`src/rtl/warp_fb_writer_pkg.sv`:
```
// Shared frame-buffer geometry and address helper for the warp pipeline.
// Used by the mapper, this writer and the display reader.
package warp_fb_writer_pkg;

    localparam int H_ACTIVE = 640;
    localparam int V_ACTIVE = 480;
    localparam int ADDR_W   = 19;
    localparam int PIXEL_W  = 12;
    localparam int COORD_W  = 37;
    localparam int X_W      = 10;
    localparam int Y_W      = 9;

    localparam logic [ADDR_W-1:0] MAX_ADDR = ADDR_W'(H_ACTIVE * V_ACTIVE - 1);

    // y*640 + x as two shifts and adds; only valid for in-range coordinates
    function automatic logic [ADDR_W-1:0] fb_addr(
        input logic [Y_W-1:0] y,
        input logic [X_W-1:0] x
    );
        return (ADDR_W'(y) << 9) + (ADDR_W'(y) << 7) + ADDR_W'(x);
    endfunction

endpackage

```
`src/rtl/warp_fb_writer_sync_fifo.sv`:
```
// Write queue with a registered head entry: a push becomes visible at the
// head one cycle after it lands in storage; pops refill the head directly.
module warp_fb_writer_sync_fifo #(
    parameter int WIDTH = 31,
    parameter int DEPTH = 8,
    localparam int PTR_W = $clog2(DEPTH),
    localparam int CNT_W = PTR_W + 1
) (
    input  logic             clk,
    input  logic             reset,
    input  logic             push,
    input  logic [WIDTH-1:0] push_data,
    input  logic             pop,
    output logic [WIDTH-1:0] head,
    output logic [CNT_W-1:0] count,
    output logic             empty,
    output logic             full
);

    logic [WIDTH-1:0] mem_q [DEPTH];
    logic [PTR_W-1:0] wr_ptr_q, wr_ptr_d;
    logic [PTR_W-1:0] rd_ptr_q, rd_ptr_d;
    logic [CNT_W-1:0] mem_cnt_q, mem_cnt_d;
    logic             head_vld_q, head_vld_d;
    logic [WIDTH-1:0] head_q, head_d;
    logic             do_pop;
    logic             load;

    always_comb begin
        do_pop     = pop & head_vld_q;
        load       = (mem_cnt_q != '0) & (~head_vld_q | do_pop);
        wr_ptr_d   = push ? wr_ptr_q + 1'b1 : wr_ptr_q;
        rd_ptr_d   = load ? rd_ptr_q + 1'b1 : rd_ptr_q;
        mem_cnt_d  = mem_cnt_q + CNT_W'(push) - CNT_W'(load);
        head_vld_d = load | (head_vld_q & ~do_pop);
        head_d     = load ? mem_q[rd_ptr_q] : head_q;
    end

    always_ff @(posedge clk) begin
        if (reset) begin
            wr_ptr_q   <= '0;
            rd_ptr_q   <= '0;
            mem_cnt_q  <= '0;
            head_vld_q <= 1'b0;
            head_q     <= '0;
        end else begin
            wr_ptr_q   <= wr_ptr_d;
            rd_ptr_q   <= rd_ptr_d;
            mem_cnt_q  <= mem_cnt_d;
            head_vld_q <= head_vld_d;
            head_q     <= head_d;
        end
    end

    always_ff @(posedge clk) begin
        if (push) begin
            mem_q[wr_ptr_q] <= push_data;
        end
    end

    assign head  = head_q;
    assign count = mem_cnt_q + CNT_W'(head_vld_q);
    assign empty = ~head_vld_q;
    assign full  = (count == CNT_W'(DEPTH));

endmodule

```
`src/rtl/warp_fb_writer.sv`:
```
// Clips mapped coordinates to the screen and queues linear frame-buffer
// writes toward a memory port that may stall.
module warp_fb_writer #(
    parameter int PIXEL_W    = warp_fb_writer_pkg::PIXEL_W,
    parameter int FIFO_DEPTH = 8,
    parameter int H_ACTIVE   = warp_fb_writer_pkg::H_ACTIVE,
    parameter int V_ACTIVE   = warp_fb_writer_pkg::V_ACTIVE
) (
    input  logic                                      clk,
    input  logic                                      reset,
    input  logic                                      in_valid,
    output logic                                      in_ready,
    input  logic signed [warp_fb_writer_pkg::COORD_W-1:0] ox_signed,
    input  logic signed [warp_fb_writer_pkg::COORD_W-1:0] oy_signed,
    input  logic [PIXEL_W-1:0]                        pixel,
    input  logic                                      frame_start,
    output logic                                      wr_en,
    output logic [warp_fb_writer_pkg::ADDR_W-1:0]     wr_addr,
    output logic [PIXEL_W-1:0]                        wr_data,
    input  logic                                      wr_ack,
    output logic [15:0]                               clip_count,
    output logic                                      busy
);

    import warp_fb_writer_pkg::*;

    localparam int CNT_W = $clog2(FIFO_DEPTH) + 1;
    localparam int ENT_W = ADDR_W + PIXEL_W;

    logic               s1_valid_q, s1_valid_d;
    logic               s1_in_range_q, s1_in_range_d;
    logic [ADDR_W-1:0]  s1_addr_q, s1_addr_d;
    logic [PIXEL_W-1:0] s1_pixel_q, s1_pixel_d;
    logic [15:0]        clip_q, clip_d;

    logic               accept;
    logic               x_ok;
    logic               y_ok;
    logic               push;
    logic               clip_evt;
    logic [CNT_W-1:0]   fifo_count;
    logic               fifo_empty;
    logic               fifo_full;
    logic [ENT_W-1:0]   head;

    always_comb begin
        accept = in_valid & in_ready;
        // full-width compare so large quotients never alias onto the screen
        x_ok = ~ox_signed[COORD_W-1]
             & ($unsigned(ox_signed) < COORD_W'(H_ACTIVE));
        y_ok = ~oy_signed[COORD_W-1]
             & ($unsigned(oy_signed) < COORD_W'(V_ACTIVE));

        s1_valid_d    = accept;
        s1_in_range_d = s1_in_range_q;
        s1_addr_d     = s1_addr_q;
        s1_pixel_d    = s1_pixel_q;
        if (accept) begin
            s1_in_range_d = x_ok & y_ok;
            s1_addr_d     = fb_addr(oy_signed[Y_W-1:0], ox_signed[X_W-1:0]);
            s1_pixel_d    = pixel;
        end

        push     = s1_valid_q & s1_in_range_q;
        clip_evt = s1_valid_q & ~s1_in_range_q;

        clip_d = clip_q;
        if (frame_start) begin
            clip_d = 16'(clip_evt);
        end else if (clip_evt && clip_q != 16'hFFFF) begin
            clip_d = clip_q + 16'd1;
        end
    end

    always_ff @(posedge clk) begin
        if (reset) begin
            s1_valid_q    <= 1'b0;
            s1_in_range_q <= 1'b0;
            s1_addr_q     <= '0;
            s1_pixel_q    <= '0;
            clip_q        <= '0;
        end else begin
            s1_valid_q    <= s1_valid_d;
            s1_in_range_q <= s1_in_range_d;
            s1_addr_q     <= s1_addr_d;
            s1_pixel_q    <= s1_pixel_d;
            clip_q        <= clip_d;
        end
    end

    warp_fb_writer_sync_fifo #(
        .WIDTH (ENT_W),
        .DEPTH (FIFO_DEPTH)
    ) u_fifo (
        .clk       (clk),
        .reset     (reset),
        .push      (push),
        .push_data ({s1_addr_q, s1_pixel_q}),
        .pop       (wr_ack),
        .head      (head),
        .count     (fifo_count),
        .empty     (fifo_empty),
        .full      (fifo_full)
    );

    // reserve a slot for the sample already sitting in stage 1
    assign in_ready = ~fifo_full
                    & ~(s1_valid_q & (fifo_count == CNT_W'(FIFO_DEPTH - 1)));
    assign wr_en      = ~fifo_empty;
    assign wr_addr    = head[ENT_W-1:PIXEL_W];
    assign wr_data    = head[PIXEL_W-1:0];
    assign clip_count = clip_q;
    assign busy       = s1_valid_q | (fifo_count != '0);

endmodule

```
`config.mk`:
```
export PLATFORM = sky130hd
export DESIGN_NAME = warp_fb_writer
export DESIGN_NICKNAME = d
export VERILOG_FILES = /design/src/rtl/warp_fb_writer_pkg.sv /design/src/rtl/warp_fb_writer_sync_fifo.sv /design/src/rtl/warp_fb_writer.sv
export SDC_FILE = /design/constraint.sdc
export NUM_CORES = 1
export LEC_CHECK = 0
export ABC_AREA = 1
export CAP_MARGIN = 20
export CORE_ASPECT_RATIO = 2
export CORE_MARGIN = 8
export CORE_UTILIZATION = 45
export CTS_BUF_LIST = sky130_fd_sc_hd__clkbuf_4 sky130_fd_sc_hd__clkbuf_8
export CTS_CLUSTER_SIZE = 8
export DETAILED_ROUTE_END_ITERATION = 8
export GPL_TIMING_DRIVEN = 0
export PLACE_DENSITY_LB_ADDON = 0.08
export REMOVE_ABC_BUFFERS = 1
export SYNTH_ARGS = -nofsm -noshare
export SYNTH_HDL_FRONTEND = slang
export SYNTH_HIERARCHICAL = 1
export SYNTH_SLANG_ARGS = --single-unit
```
`constraint.sdc`:
```
create_clock -name clk -period 4.7 [get_ports clk]
set_clock_uncertainty 0.2 [all_clocks]
set_input_delay 0.47 -clock clk [delete_from_list [all_inputs] [get_ports clk]]
set_output_delay 0.47 -clock clk [all_outputs]
set_load 0.02 [all_outputs]
```
# Word level (Yosys, flattened, before mapping)
# Memories as Yosys holds them, arrays and structs flattened. A register that Yosys moved wholly into a read port is not among the register bits.
# Cells that the tools add are included.
# word_totals
mem_count	1
elab_cells	54
mem_bits_rw	248
reg_bits	60
# classes
muxes	4
eq_ne	3
reduce_logical	5
n_bitwise	21
n_addsub	8
order_cmp	2
# memory_table
memory	depth	width	rd	rd_ports_with_merged_regs	write_ports	line_no	rtl
u_fifo.mem_q	8	31	1	1	1	warp_fb_writer_sync_fifo.sv:20	logic [WIDTH-1:0] mem_q [DEPTH];
# op_table
cell	n
< comparator 37 x 10 -> 1 bit, second input constant	1
< comparator 37 x 9 -> 1 bit, second input constant	1
adder 18 x 16 -> 19 bit	1
adder 19 x 10 -> 19 bit	1
adder 16 x 1 -> 16 bit, second input constant	1
!= test 16 bit, second input constant	1
bitwise AND 1 bit	11
adder 4 x 1 -> 4 bit	2
nonzero test 4 bit	2
NOT 1 bit	7
adder 3 x 1 -> 3 bit, second input constant	2
equality test 4 x 3 -> 1 bit, second input constant	1
equality test 4 bit, second input constant	1
2-to-1 mux 1 bit	4
subtractor 4 x 1 -> 4 bit	1
OR 1 bit	3
nonzero test 2 bit	1
OR reduction 2 bit	1
logical AND 1 bit	1

# Logic depth before layout (Yosys ltp)
# logic_depth
ltp_word	6
ltp_mapped	15

# By module
# Netlist, hierarchy kept.
# by_module_without_submodules
mod	cells_per_inst	area_per_inst_um2	n_inst
warp_fb_writer_sync_fifo	1202	12253.0	1
warp_fb_writer	444	2935.3	1

# Worst setup path after synthesis
# OpenSTA, ideal clock, no wires.
# synth_path
path_kind	register to register
start	register s1_valid_q
end	memory u_fifo.mem_q[0][0] (enable)
slack_ps	1910
stages_incl_launch_ff	6
t_required_ps	4081
setup_time_ps	419
n_path_buf	0
arrival_time_ps	2171
cell_sequence	dfxtp_1 > nand2_1 > inv_1 > inv_1 > or2_2 > nor2_1
# synth_via
elab_chain_len	3
# synth_rtl
item	line_no	rtl
start, declared	warp_fb_writer.sv:30	logic s1_valid_q, s1_valid_d;
start signal, assigned	warp_fb_writer.sv:83	s1_valid_q <= s1_valid_d;
bitwise AND 1 bit	warp_fb_writer.sv:64	push = s1_valid_q & s1_in_range_q;
via push	warp_fb_writer.sv:39	logic push;
2-to-1 mux 1 bit	warp_fb_writer_sync_fifo.sv:56	if (push) begin
2-to-1 mux 1 bit (implied by the code)	warp_fb_writer_sync_fifo.sv:57	mem_q[wr_ptr_q] <= push_data;
end, declared	warp_fb_writer_sync_fifo.sv:20	
# The timed path passes the listed nets, and every way through them passes these cells.

# Worst setup path in the final report
# layout_path
start	register u_fifo.mem_cnt_q[0]
end	register s1_pixel_q[6]
# layout_lines
item	line_no	rtl
start, declared	warp_fb_writer_sync_fifo.sv:23	logic [CNT_W-1:0] mem_cnt_q, mem_cnt_d;
start signal, assigned	warp_fb_writer_sync_fifo.sv:49	mem_cnt_q <= mem_cnt_d;
adder 4 x 1 -> 4 bit	warp_fb_writer_sync_fifo.sv:62	assign count = mem_cnt_q + CNT_W'(head_vld_q);
via fifo_count[2]	warp_fb_writer.sv:41	logic [CNT_W-1:0] fifo_count;
equality test 4 bit	warp_fb_writer_sync_fifo.sv:64	assign full = (count == CNT_W'(DEPTH));
via fifo_full	warp_fb_writer.sv:43	logic fifo_full;
NOT 1 bit	warp_fb_writer.sv:107	assign in_ready = ~fifo_full
bitwise AND 1 bit	warp_fb_writer.sv:108	& ~(s1_valid_q & (fifo_count == CNT_W'(FIFO_DEPTH - 1)));
bitwise AND 1 bit	warp_fb_writer.sv:47	accept = in_valid & in_ready;
end signal, assigned	warp_fb_writer.sv:86	s1_pixel_q <= s1_pixel_d;
end, declared	warp_fb_writer.sv:33	logic [PIXEL_W-1:0] s1_pixel_q, s1_pixel_d;
# The timed path passes the listed nets, and every way through them passes these cells.
# A chain may end at the register's enable or synchronous reset.

==> run_results.csv <==
group,metric,value,unit
outcome,status,"completed",
sta,hold_viol_final,0,
power,p_total,8.719,mW
grt,grt.overflow.total,0,
grt,grt_pass1_vias,11256,
synth,synth_common_cells,"nand2_1 (432), inv_1 (310), edfxtp_1 (248), nand3_1 (211), dfxtp_1 (91)",
sta,timing.hold.ws,0.2333,ns
clock_tree,clk_transition_reported_paths,0.06,ns
synth,ys.flop_type,"edfxtp_1",
final_layout,fill_cells,3024,
worst_setup_path,startpoint,"u_fifo/mem_cnt_q[0]",
place,io_buffers,140,
worst_setup_path,crit_path_end_kind,"flip-flop",
sta,slew_viol_final,0,
grt,grt_pass1_wl,58.89,mm
sta,worstMarginPinSlew,0.9655,ns
synth,ys_seq_area_share,61.03,%
detailed_routing,drtIter0Drc,363,
synth,synth_top_area_share,49.03,%
clock_tree,cts_resized,0,
place,place_congestion,0.8200,
synth,yosys.area.top_type,"edfxtp_1",
worst_setup_path,worstSetupPathType,"flip-flop to flip-flop",
synth,synth_edf_count,248,
clock_tree,clockRootBuffer,"clkbuf_8",
detailed_routing,via_per_inst,4.888,
worst_setup_path,cp-start-kind,"flip-flop",
worst_setup_path,cp.arrival,3.93,ns
clock_tree,clk_latency,0.58,ns
sta,period_needed,3.628,ns
detailed_routing,drc,0,
final_layout,area_growth,20.53,%
floorplanning,core-area,33400,µm²
clock_tree,cts_tree,"yes",
synth,syn_area,15190,µm²
sta,setup_viol,0,
grt,use_met2,36.07,%
worst_setup_path,r2r_end,"s1_pixel_q[6]",
floorplanning,dieArea,40240,µm²
final_layout,fin_area,18310,µm²
synth,synth-seq-cells,339,
detailed_routing,vias,11090,
worst_setup_path,crit_path_max_fanout,39,
detailed_routing,routedWlPerCell,16.46,µm
worst_setup_path,reg2reg_from,"u_fifo/mem_cnt_q[0]",
grt,use_met1,19.10,%
clock_tree,cts_setup_buffers,0,
detailed_routing,dr.pass1.iters,4,
worst_setup_path,worst-r2r-cell-count,9,
clock_tree,cts_buffers,51,
power,powerDensity,476.3,nW/µm²
power,peakVddDrop,0.2583,mV
clock_tree,cts_max_level,2,
min_path,hold_path_class,"input pin to flip-flop",
synth,synthCells,1646,
worst_setup_path,critPathCapture,"s1_pixel_q[6]",
synth,synth_area_leaders,"edfxtp_1 (49%), dfxtp_1 (12%), nand2_1 (11%)",
synth,yosysMostFrequentCell,"nand2_1",
sta,maxSlewHeadroom,35.54,%
synth,yosys_warnings,6,
floorplanning,die-width,145.9,µm
floorplanning,initial_core_util,45.47,%
sta,fmax,275.6,MHz
place,place_area,17190,µm²
sta,rsz0062_at_grt,"no",
clock_tree,cts_buffer_depth,3,
final_layout,drive_above_1_share,7.697,%
final_layout,final_nets,1911,
synth,avgSynthCellArea,9.227,µm²
clock_tree,cts_hold_buf,1,
detailed_routing,wl,37.35,mm
worst_setup_path,r2r_slack,1.07,ns
floorplanning,fp.dieH,275.8,µm
power,p_leak,7.865,nW
synth,synthArstFlopShare,0,%
detailed_routing,drtAntennaViolNets,0,
clock_tree,cts_sinks,339,
grt,busiest_layer,"met2",
synth,netlist-cell-type-count,35,
grt,antenna_found_initial,1,
flow_run,drv_cap,0,
sta,fin_crit_sh,77.19,%
floorplanning,io_pins,141,
worst_setup_path,cp.required,5.00,ns
grt,grt_max_degree,83,
final_layout,utilization,54.81,%
grt,grt.total_usage,18.80,%
floorplanning,rows,95,
place,hpwlAfterDp,23.24,mm
grt,use_met3,4.071,%
-- how the worst min path moves through the flow --
stage                       startpoint                  to  slack (ns)  cells past startpoint
global placement    u_fifo/wr_ptr_q[0]  u_fifo/wr_ptr_q[0]        0.28                      2
global route                 pixel[10]      s1_pixel_q[10]        0.21                      3
CTS                       ox_signed[5]        s1_addr_q[5]        0.19                      3
finish                    ox_signed[0]        s1_addr_q[0]        0.23                      3
detailed placement       clip_count[3]       clip_count[3]        0.30                      2
floorplan           u_fifo/wr_ptr_q[0]  u_fifo/wr_ptr_q[0]        0.26                      2
-- layout by cell type, fill, tap and decap left out, types with 2 or more instances in the layout --
| cell | count |
|---|---|
| o21ai_0 | 48 |
| nor3_1 | 6 |
| inv_2 | 3 |
| xnor2_1 | 6 |
| buf_12 | 8 |
| nor2_1 | 66 |
| nor2_4 | 9 |
| nand3b_1 | 2 |
| inv_4 | 2 |
| nand2_2 | 4 |
| ha_1 | 28 |
| clkdlybuf4s50_1 | 139 |
| edfxtp_1 | 248 |
| a21oi_1 | 80 |
| dfxtp_4 | 2 |
| inv_1 | 309 |
| a21oi_2 | 3 |
| nand2_1 | 432 |
| nand4_1 | 5 |
| nand3_1 | 211 |
| nand3_2 | 4 |
| fa_1 | 3 |
| o21a_1 | 5 |
| clkinv_1 | 3 |
| dfxtp_1 | 88 |
| nor4_1 | 2 |
| clkbuf_4 | 34 |
| clkbuf_8 | 56 |
| buf_16 | 7 |
| xor2_1 | 5 |
-- routing by layer --
metal	share of wire, %	vias to the layer above
li1	-	5551
met1	38	5203
met2	54	259
met3	4.9	77
met4	3.4	0
met5	0	-
-- critical path: stages, from the launching register on --
cell	delay, ns
dfxtp_1	0.32
ha_1	0.22
ha_1	0.19
xor2_1	0.24
nor4_1	0.09
inv_1	0.09
nand3_2	0.70
inv_2	1.01
nand2_1	0.22
a21oi_1	0.22
-- layout make-up --
type	count	area, µm²	share of cell area [%]
Antenna cell	1	2.502	0.01367
Multi-Input combinational cell	925	4433	24.22
Clock inverter	6	58.81	0.3212
Inverter	316	1204	6.575
Timing Repair Buffer	156	1759	9.610
Sequential cell	339	9278	50.68
Tap cell	436	545.5	2.980
Clock buffer	90	1026	5.605
-- report_power, final --
group          internal [mW]  switching [mW]  total (mW)
sequential              3.50           0.258        3.75
clock                   1.42            1.09        2.51
combinational          0.919            1.53        2.45
total                   5.83            2.89        8.72
-- logic make-up (layout without fill, tap and decap cells) --
kind of cell / Yosys count / after routing / synth area share, %
AOI/OAI and AO/OA: 138 / 138 / 4.720
and+or+nand+nor: 745 / 745 / 20.73
DFF: 339 / 339 / 61.03
buffers and inverters: 382 / 568 / 10.18
xor gates and xnor gates: 11 / 11 / 0.6343
other: 0 / 1 / 0
adders and majority gates: 31 / 31 / 2.702
-- state kept, by name, summed over array words and instances, names as in the netlist --
name / flops
u_fifo/wr_ptr_q: 3
s1_in_range_q: 1
u_fifo/rd_ptr_q: 3
u_fifo/head_vld_q: 1
s1_pixel_q: 12
u_fifo/mem_q: 248
clip_count: 16
s1_addr_q: 19
u_fifo/mem_cnt_q: 4
u_fifo/head: 31
s1_valid_q: 1
-- through the flow --
step	TNS [ns]	instances	setup slack (ns)
2_1_floorplan	0	1580	0.09423
3_5_place_dp	0	2170	0.9737
4_1_cts	0	2267	0.9109
5_1_grt	0	2269	0.7549
6_report	0	2269	1.072
3_3_place_gp	-117.20	2156	-3.517
Note: power is estimated with default switching activity, not from simulation.
